**src/rtl/icache_fetch_responder.sv**
```systemverilog
// rtl/icache_fetch_responder.sv - direct-mapped instruction cache answering the fetch PC interface
// Arrays are indexed by the next PC; the tag and word are taken from the current PC.
module icache_fetch_responder #(
  parameter int ADDR_WIDTH   = 32,
  parameter int DATA_WIDTH   = 32,
  parameter int INDEX_WIDTH  = 5,
  parameter int OFFSET_WIDTH = 2,
  parameter int TAG_WIDTH    = ADDR_WIDTH - INDEX_WIDTH - OFFSET_WIDTH - 2
) (
  input  logic                  clk,
  input  logic                  rst,
  input  logic [ADDR_WIDTH-1:0] i_pc_next,
  input  logic [ADDR_WIDTH-1:0] i_pc_current,
  output logic [DATA_WIDTH-1:0] o_instr,
  output logic                  o_valid,
  output logic                  o_miss_stall,
  output logic                  o_mem_req,
  output logic [ADDR_WIDTH-1:0] o_mem_addr,
  input  logic                  i_mem_req_ready,
  input  logic                  i_mem_rvalid,
  input  logic [DATA_WIDTH-1:0] i_mem_rdata
);

  localparam int LINES = 1 << INDEX_WIDTH;
  localparam int WORDS = 1 << OFFSET_WIDTH;
  localparam int LOW   = OFFSET_WIDTH + 2;

  typedef enum logic [1:0] {S_IDLE, S_REQ, S_FILL, S_WAIT} state_t;

  state_t                  state_q, state_d;
  logic [OFFSET_WIDTH-1:0] cnt_q, cnt_d;
  logic [LINES-1:0]        valid_q, valid_d;

  logic [WORDS-1:0][DATA_WIDTH-1:0] data_mem [LINES];
  logic [TAG_WIDTH-1:0]             tag_mem  [LINES];
  logic [WORDS-1:0][DATA_WIDTH-1:0] rd_line_q;
  logic [TAG_WIDTH-1:0]             rd_tag_q;

  logic [INDEX_WIDTH-1:0]  idx_next, idx_cur;
  logic [TAG_WIDTH-1:0]    tag_cur;
  logic [OFFSET_WIDTH-1:0] word_cur;
  logic                    hit;
  logic                    beat_we;
  logic                    last_beat;
  logic                    unused_bits;

  assign idx_next  = i_pc_next[LOW +: INDEX_WIDTH];
  assign idx_cur   = i_pc_current[LOW +: INDEX_WIDTH];
  assign tag_cur   = i_pc_current[ADDR_WIDTH-1 -: TAG_WIDTH];
  assign word_cur  = i_pc_current[2 +: OFFSET_WIDTH];
  assign hit       = valid_q[idx_cur] && (rd_tag_q == tag_cur);
  assign last_beat = (cnt_q == {OFFSET_WIDTH{1'b1}});
  assign unused_bits = ^{i_pc_next[ADDR_WIDTH-1:LOW+INDEX_WIDTH], i_pc_next[LOW-1:0],
                         i_pc_current[1:0]};

  always_comb begin
    state_d      = state_q;
    cnt_d        = cnt_q;
    valid_d      = valid_q;
    o_valid      = 1'b0;
    o_miss_stall = 1'b0;
    o_mem_req    = 1'b0;
    o_mem_addr   = '0;
    beat_we      = 1'b0;
    case (state_q)
      S_IDLE: begin
        if (hit) begin
          o_valid = 1'b1;
        end else begin
          o_miss_stall = 1'b1;
          state_d      = S_REQ;
        end
      end
      S_REQ: begin
        o_miss_stall = 1'b1;
        o_mem_req    = 1'b1;
        o_mem_addr   = {i_pc_current[ADDR_WIDTH-1:LOW], {LOW{1'b0}}};
        if (i_mem_req_ready) begin
          state_d = S_FILL;
          cnt_d   = '0;
        end
      end
      S_FILL: begin
        o_miss_stall = 1'b1;
        if (i_mem_rvalid) begin
          beat_we = 1'b1;
          cnt_d   = cnt_q + 1'b1;
          if (last_beat) begin
            valid_d[idx_cur] = 1'b1;
            state_d          = S_WAIT;
          end
        end
      end
      S_WAIT: begin
        // The arrays re-read the freshly written line at the held index this cycle.
        o_miss_stall = 1'b1;
        state_d      = S_IDLE;
      end
      default: state_d = S_IDLE;
    endcase
    o_instr = o_valid ? rd_line_q[word_cur] : '0;
  end

  always_ff @(posedge clk) begin
    if (rst) begin
      state_q <= S_IDLE;
      cnt_q   <= '0;
      valid_q <= '0;
    end else begin
      state_q <= state_d;
      cnt_q   <= cnt_d;
      valid_q <= valid_d;
    end
  end

  // Synchronous arrays; a same-cycle write and read of one line returns the old contents.
  always_ff @(posedge clk) begin
    rd_line_q <= data_mem[idx_next];
    rd_tag_q  <= tag_mem[idx_next];
    if (beat_we && !rst) begin
      data_mem[idx_cur][cnt_q] <= i_mem_rdata;
      if (last_beat) tag_mem[idx_cur] <= tag_cur;
    end
  end

endmodule
```
**config.mk**
```make
export PLATFORM = sky130hd
export DESIGN_NAME = icache_fetch_responder
export DESIGN_NICKNAME = d
export VERILOG_FILES = /design/src/rtl/icache_fetch_responder.sv
export SDC_FILE = /design/constraint.sdc
export NUM_CORES = 2
export LEC_CHECK = 0
export CORE_ASPECT_RATIO = 0.6
export CORE_MARGIN = 1.5
export CORE_UTILIZATION = 50
export CTS_CLUSTER_DIAMETER = 80
export CTS_CLUSTER_SIZE = 14
export DETAILED_ROUTE_END_ITERATION = 8
export PLACE_DENSITY = 0.68
export SETUP_SLACK_MARGIN = 0.5
export SLEW_MARGIN = 20
export SYNTH_ARGS = -nofsm -noshare
export SYNTH_HDL_FRONTEND = slang
export SYNTH_MEMORY_MAX_BITS = 65536
export SYNTH_SLANG_ARGS = --single-unit
```
**constraint.sdc**
```tcl
create_clock -name clk -period 4.45 [get_ports clk]
set_clock_uncertainty 0.15 [all_clocks]
set_input_delay 0.89 -clock clk [delete_from_list [all_inputs] [get_ports clk]]
set_output_delay 0.89 -clock clk [all_outputs]
set_load 0.02 [all_outputs]
```
=== After elaboration in Yosys (flattened, before gate mapping) ===
Memory sizes are Yosys's and may differ from the RTL's. A register that Yosys moved wholly into a read port is not among the register bits.
Index checks and enable logic that the tools add are counted.

* Bits in writable memories: 4832
* Input bits: 100
* Memories kept: 2
* Flip-flop bits (word level): 36
* Logic and storage cells: 62

{| class="wikitable"
|+ Memories
! name !! depth !! bits a word !! rd ports !! clocked after Yosys merged registers in !! write ports !! RTL line !! RTL
|-
| data_mem || 32 || 128 || 1 || 1 || 1 || 34 || <nowiki>logic [WORDS-1:0][DATA_WIDTH-1:0] data_mem [LINES];</nowiki>
|-
| tag_mem || 32 || 23 || 1 || 1 || 1 || 35 || <nowiki>logic [TAG_WIDTH-1:0] tag_mem [LINES];</nowiki>
|}

* Order comparisons: 5
* Add/sub/neg operators: 1
* Muxes and demuxes: 30
* Bitwise logic cells: 1
* Equality and inequality tests: 9
* Reductions and logical operators: 11

{| class="wikitable"
|+ Operators by type and width
! kind !! number
|-
| $mux W128 || 1
|-
| $mux W32 || 4
|-
| $bmux W32 S2 || 1
|-
| $demux W32 S2 || 1
|-
| $or A32 B32 Y32 || 1
|-
| $eq A23 B23 Y1 || 1
|-
| $mux W1 || 12
|-
| $mux W2 || 6
|-
| $ne A2 B2 Y1 const B || 4
|-
| $pmux W2 S4 || 1
|-
| $eq A2 B2 Y1 const B || 3
|-
| $lt A2 B3 Y1 const B || 2
|-
| $lt A5 B6 Y1 const B || 1
|-
| $reduce_and A3 Y1 || 2
|-
| $bmux W1 S5 || 1
|-
| $demux W1 S5 || 1
|-
| $ge A5 B1 Y1 const B || 1
|-
| $logic_and A1 B1 Y1 || 4
|-
| $pmux W2 S2 || 1
|-
| $reduce_and A4 Y1 || 1
|-
| $reduce_or A3 Y1 || 1
|-
| $add A2 B1 Y2 const B || 1
|-
| $eq A2 B1 Y1 const B || 1
|-
| $ge A2 B1 Y1 const B || 1
|-
| other kinds (4) || 4
|}

=== Depth between registers and ports, before layout ===
* Depth in word-level cells: 6
* Mapped depth: 8
* Mapped depth without buffers: 7

=== Worst setup path after synthesis ===
Ideal clock, no wire load.

* Kind: in2reg
* Start: input i_pc_current[4]
* End: memory data_mem[1][100] (netlist bit), enable pin
* Setup time: 0.468 ns
* Data required time: 3.832 ns
* Data arrival time: 4.172 ns
* Path buffers: 3
* Stages: 6
* Path slack: -0.340 ns
* Cells stage by stage: buf_2 -> buf_2 -> nor2b_1 -> clkbuf_1 -> nand2_1 -> nor2_1

{| class="wikitable"
|+ RTL lines
! element !! RTL line !! RTL
|-
| start, declared || 13 || <nowiki>input logic [ADDR_WIDTH-1:0] i_pc_current,</nowiki>
|-
| end, declared || 34 ||
|}

No word-level cell before the write port.

=== Worst setup path after layout ===
* Start: input i_pc_current[4]
* End: output o_instr[5]

* Cells in the longest elaborated chain, start to end: 6

{| class="wikitable"
|+ Ends and longest elaborated chain
! element !! RTL line !! RTL
|-
| $bmux W1 S5 || 51 || <nowiki>assign hit = valid_q[idx_cur] && (rd_tag_q == tag_cur);</nowiki>
|-
| $mux W1 (implied by the code) || 51 ||
|-
| $logic_and A1 B1 Y1 || 51 ||
|-
| $mux W1 || 67 || <nowiki>if (hit) begin</nowiki>
|-
| $mux W1 || 65 || <nowiki>case (state_q)</nowiki>
|-
| $mux W32 || 101 || <nowiki>o_instr = o_valid ? rd_line_q[word_cur] : '0;</nowiki>
|-
| end, declared || 14 || <nowiki>output logic [DATA_WIDTH-1:0] o_instr,</nowiki>
|}

Every way passes these cells. The select of a mux whose other input is x is not followed.

==> results.md <==
- Status: finished clean
- Sum of negative setup slack: 0 ns
- # rows: 174
- Worst Hold Class: input pin to flip-flop
- FFs w/ async S/R, synth: 0
- Clk sink count: 5,019
- Vias in the first global route: roughly 87,000
- Layout cell share with drive strength beyond 1: 0.345
- GRT Overall Usage: 0.257
- Hold Buf Count CTS: 0
- Worst EP required: about 3.4 ns
- F_max: around 230 MHz
- Initial Util: 0.504
- Unrepaired setup endpoints after global routing: yes
- RePlAce Congestion: 0.825
- Delay-heaviest family, CP: buffers and inverters
- HPWL Detailed: 283,000 um
- Via count: 88,112
- First-pass detailed-route iteration total: 5
- Ys flop type: edfxtp_1
- Final period utilization: 0.984
- Pin count of the biggest net entering global routing: 104
- Worst setup margin: 0.0708 ns
- Initial drt markers: 14,511
- Seq/Total Area, Yosys: 0.787
- Worst VDD drop: ~0.39 mV
- Synth Cell Area: 189,000 um^2
- I/O Buffers: between 100 and 150
- CP max stage cell: mux4_2
- Clock Pin Slew Worst Setup and Hold Paths: 0.07 ns
- Synthesized flop and latch total: 5,019
- WL final: 492,000 um
- Arrival time at the worst endpoint: 3.34 ns
- Max incr delay on CP: 0.53 ns
- GR Overflow Total: 0
- DRT antenna net count: 0
- Worst hold slack: 0.180 ns
- Synth Warn #: 0
- Layout area overhead: 13.8%
- Bufs and invs on worst path: 7
- Leakage Power: around 0.066 uW
- Num CTS Buffers: 400
- WL/cell: about 36 um
- DP Area: 203,000 um^2
- Total core area: between 300,000 and 400,000 um^2
- H-Tree Depth: 5
- Io pins: approximately 170
- Pre-CTS setup slack: -0.424 ns
- # DRC: 0
- Crit path launch type: input pin
- Endpoints failing setup: 0
- Post-synth EDFFs: 4,832
- Die area: roughly 380,000 um^2
- Fin area: 215,000 um^2
- Slew headroom: 0.225
- Maximum fanout along the worst path: 12
- Syn Inst Count: 7,507
- Deepest clock path buffer count: 4
- Via density: around 6.5
- Nets: 8,334
- Die Y: around 480 um
- Die width: about 800 um
- Worst skew pair latency: 0.97 ns
- Final hold violation count: 0
- Root Driver: clkbuf_16
- CP cell instances: clkdlybuf4s50_1 > buf_12 > mux4_2 > mux2i_1 > buf_4 > a21oi_1 > nand4_1 > buf_6 > buf_12 > nor2b_4 > buf_6 > buf_6
- Final Critical Period: ~4.4 ns
- Avg Cell Area, Syn: 25.2 um^2
- Top cell by count, worst path: buf_6
- Synth cell types: 35
- Maximum capacitance violations: 0
- Setup CP Type: input pin to primary output
- Global-route wire length before repair: between 600,000 and 700,000 um
- CTS tree: yes
- PD cells: 420 nW/um^2
- Slew Limit Fails: 0
- Initial antenna violation count: 68
- Crit end category: primary output
- Worst-Margin Slew: 1.16 ns
## flip-flops by register name, summed over array words and instances, names as in the netlist
| signal | flops |
|---|---|
| valid_q | 32 |
| cnt_q | 2 |
| rd_line_q | 128 |
| rd_tag_q | 23 |
| data_mem | 4096 |
| state_q | 2 |
| tag_mem | 736 |
## per-layer routing
metal | GRT usage | vias to the layer above | wire (um) | share of wire
li1 | - | 33910 | - | -
met1 | 0.398 | 47843 | 197000 | 0.40
met2 | 0.370 | 5711 | 217000 | 0.44
met3 | 0.0711 | 622 | 66500 | 0.14
met4 | 0.0540 | 26 | 11700 | 0.024
met5 | 0 | - | 182 | 0.00037
## synthesized netlist by cell type, types with 3 or more instances
cell	instances	area, um^2
a21oi_1	4	20.0
and2_1	30	188
buf_1	43	161
buf_2	120	601
buf_4	7	52.6
clkbuf_1	230	863
dfxtp_1	187	3740
edfxtp_1	4832	145000
ha_1	8	100
inv_1	37	139
mux2_2	151	1700
mux2i_1	6	60.1
mux4_2	1548	34900
nand2_1	39	146
nand2b_1	3	18.8
nand4_1	8	50.1
nor2_1	132	495
nor2b_1	39	244
nor3b_1	3	22.5
o21ai_0	6	30.0
o22ai_1	33	206
xnor2_1	23	201
## repair_timing
action	CTS	global route
pin swaps	3	9
gates cloned	0	1
setup endpoints to repair	59	37
setup buffers	1	2
gates resized for setup	33	43
## worst register-to-register path: cells and delay by family (launching register included)
family        cells  cell delay [ns]
fa+ha+maj         1             0.34
buf+inv           4             1.08
simple gates      4             0.77
flops             1             0.33
## kinds of logic (layout without fill, tap and decap cells)
| kind of cell | count (synthesis) | in the layout | synth area share |
|---|---|---|---|
| compound gates | 48 | 48 | 0.00155 |
| mux | 1705 | 1705 | 0.194 |
| simple gates | 266 | 266 | 0.00659 |
| flops | 5019 | 5019 | 0.787 |
| buf+inv | 437 | 1443 | 0.00961 |
| xor+xnor | 23 | 23 | 0.00107 |
| other cells | 1 | 32 | 0.0000198 |
| fa+ha+maj | 8 | 8 | 0.000529 |
## report_power, final
| group | internal, uW | switching (uW) | leakage (uW) | total [uW] |
|---|---|---|---|---|
| clock | 17200 | 15900 | 0.00544 | 33100 |
| sequential | 51900 | 335 | 0.0450 | 52300 |
| combinational | 2150 | 2970 | 0.0156 | 5120 |
| total | 71300 | 19200 | 0.0660 | 90500 |
## final timing paths
| path | slack (ns) | startpoint | to | cells after the start |
|---|---|---|---|---|
| min reg2reg | 0.32 | valid_q[22]$_SDFFE_PP0P_ | valid_q[22]$_SDFFE_PP0P_ | 2 |
| min | 0.18 | i_mem_rdata[17] | data_mem[21][17]$_DFFE_PP_ | 1 |
| max | 0.07 | i_pc_current[4] | o_instr[5] | 12 |
| max reg2reg | 1.36 | state_q[0]$_SDFFE_PP0P_ | data_mem[21][105]$_DFFE_PP_ | 9 |
## layout by cell type, fill, tap and decap left out, types with 3 or more instances in the layout
cell type,instances
clkdlybuf4s50_1,54
buf_6,27
mux2i_1,6
dfxtp_1,184
clkbuf_16,412
diode_2,28
edfxtp_1,4832
ha_1,7
nor3b_1,3
nor2b_2,11
mux4_2,1548
xnor2_1,18
dfxtp_2,3
xnor2_2,5
nand2_1,35
a21oi_1,4
nand2_4,4
nor2b_1,24
nor2b_4,4
inv_1,36
nor2_4,128
buf_4,367
buf_12,252
nor2_1,4
nand4_1,8
o21ai_0,6
conb_1,4
o22ai_1,32
and2_1,30
nand2b_1,3
buf_8,3
mux2_2,151
clkbuf_1,273
dlymetal6s2s_1,4
## cell type report
class,count,area [um^2]
sequential,5019,149000
clock buffer,685,11300
tap,5016,6280
clock inverter,7,97.6
multi-input combinational,2054,39600
inverter,37,139
antenna,28,70.1
timing repair buffer,714,8850
fill,26242,160000
## through the flow
| step | cells | utilization | power, uW |
|---|---|---|---|
| CTS | 13527 | 0.572 | 90900 |
| detailed placement | 12834 | 0.541 | 58300 |
| global placement | 12834 | 0.541 | 58200 |
| finish | 13560 | 0.573 | 90500 |
| global route | 13538 | 0.573 | 92800 |
| floorplan | 7510 | - | 55600 |
Power figures use the tool's default switching activity.
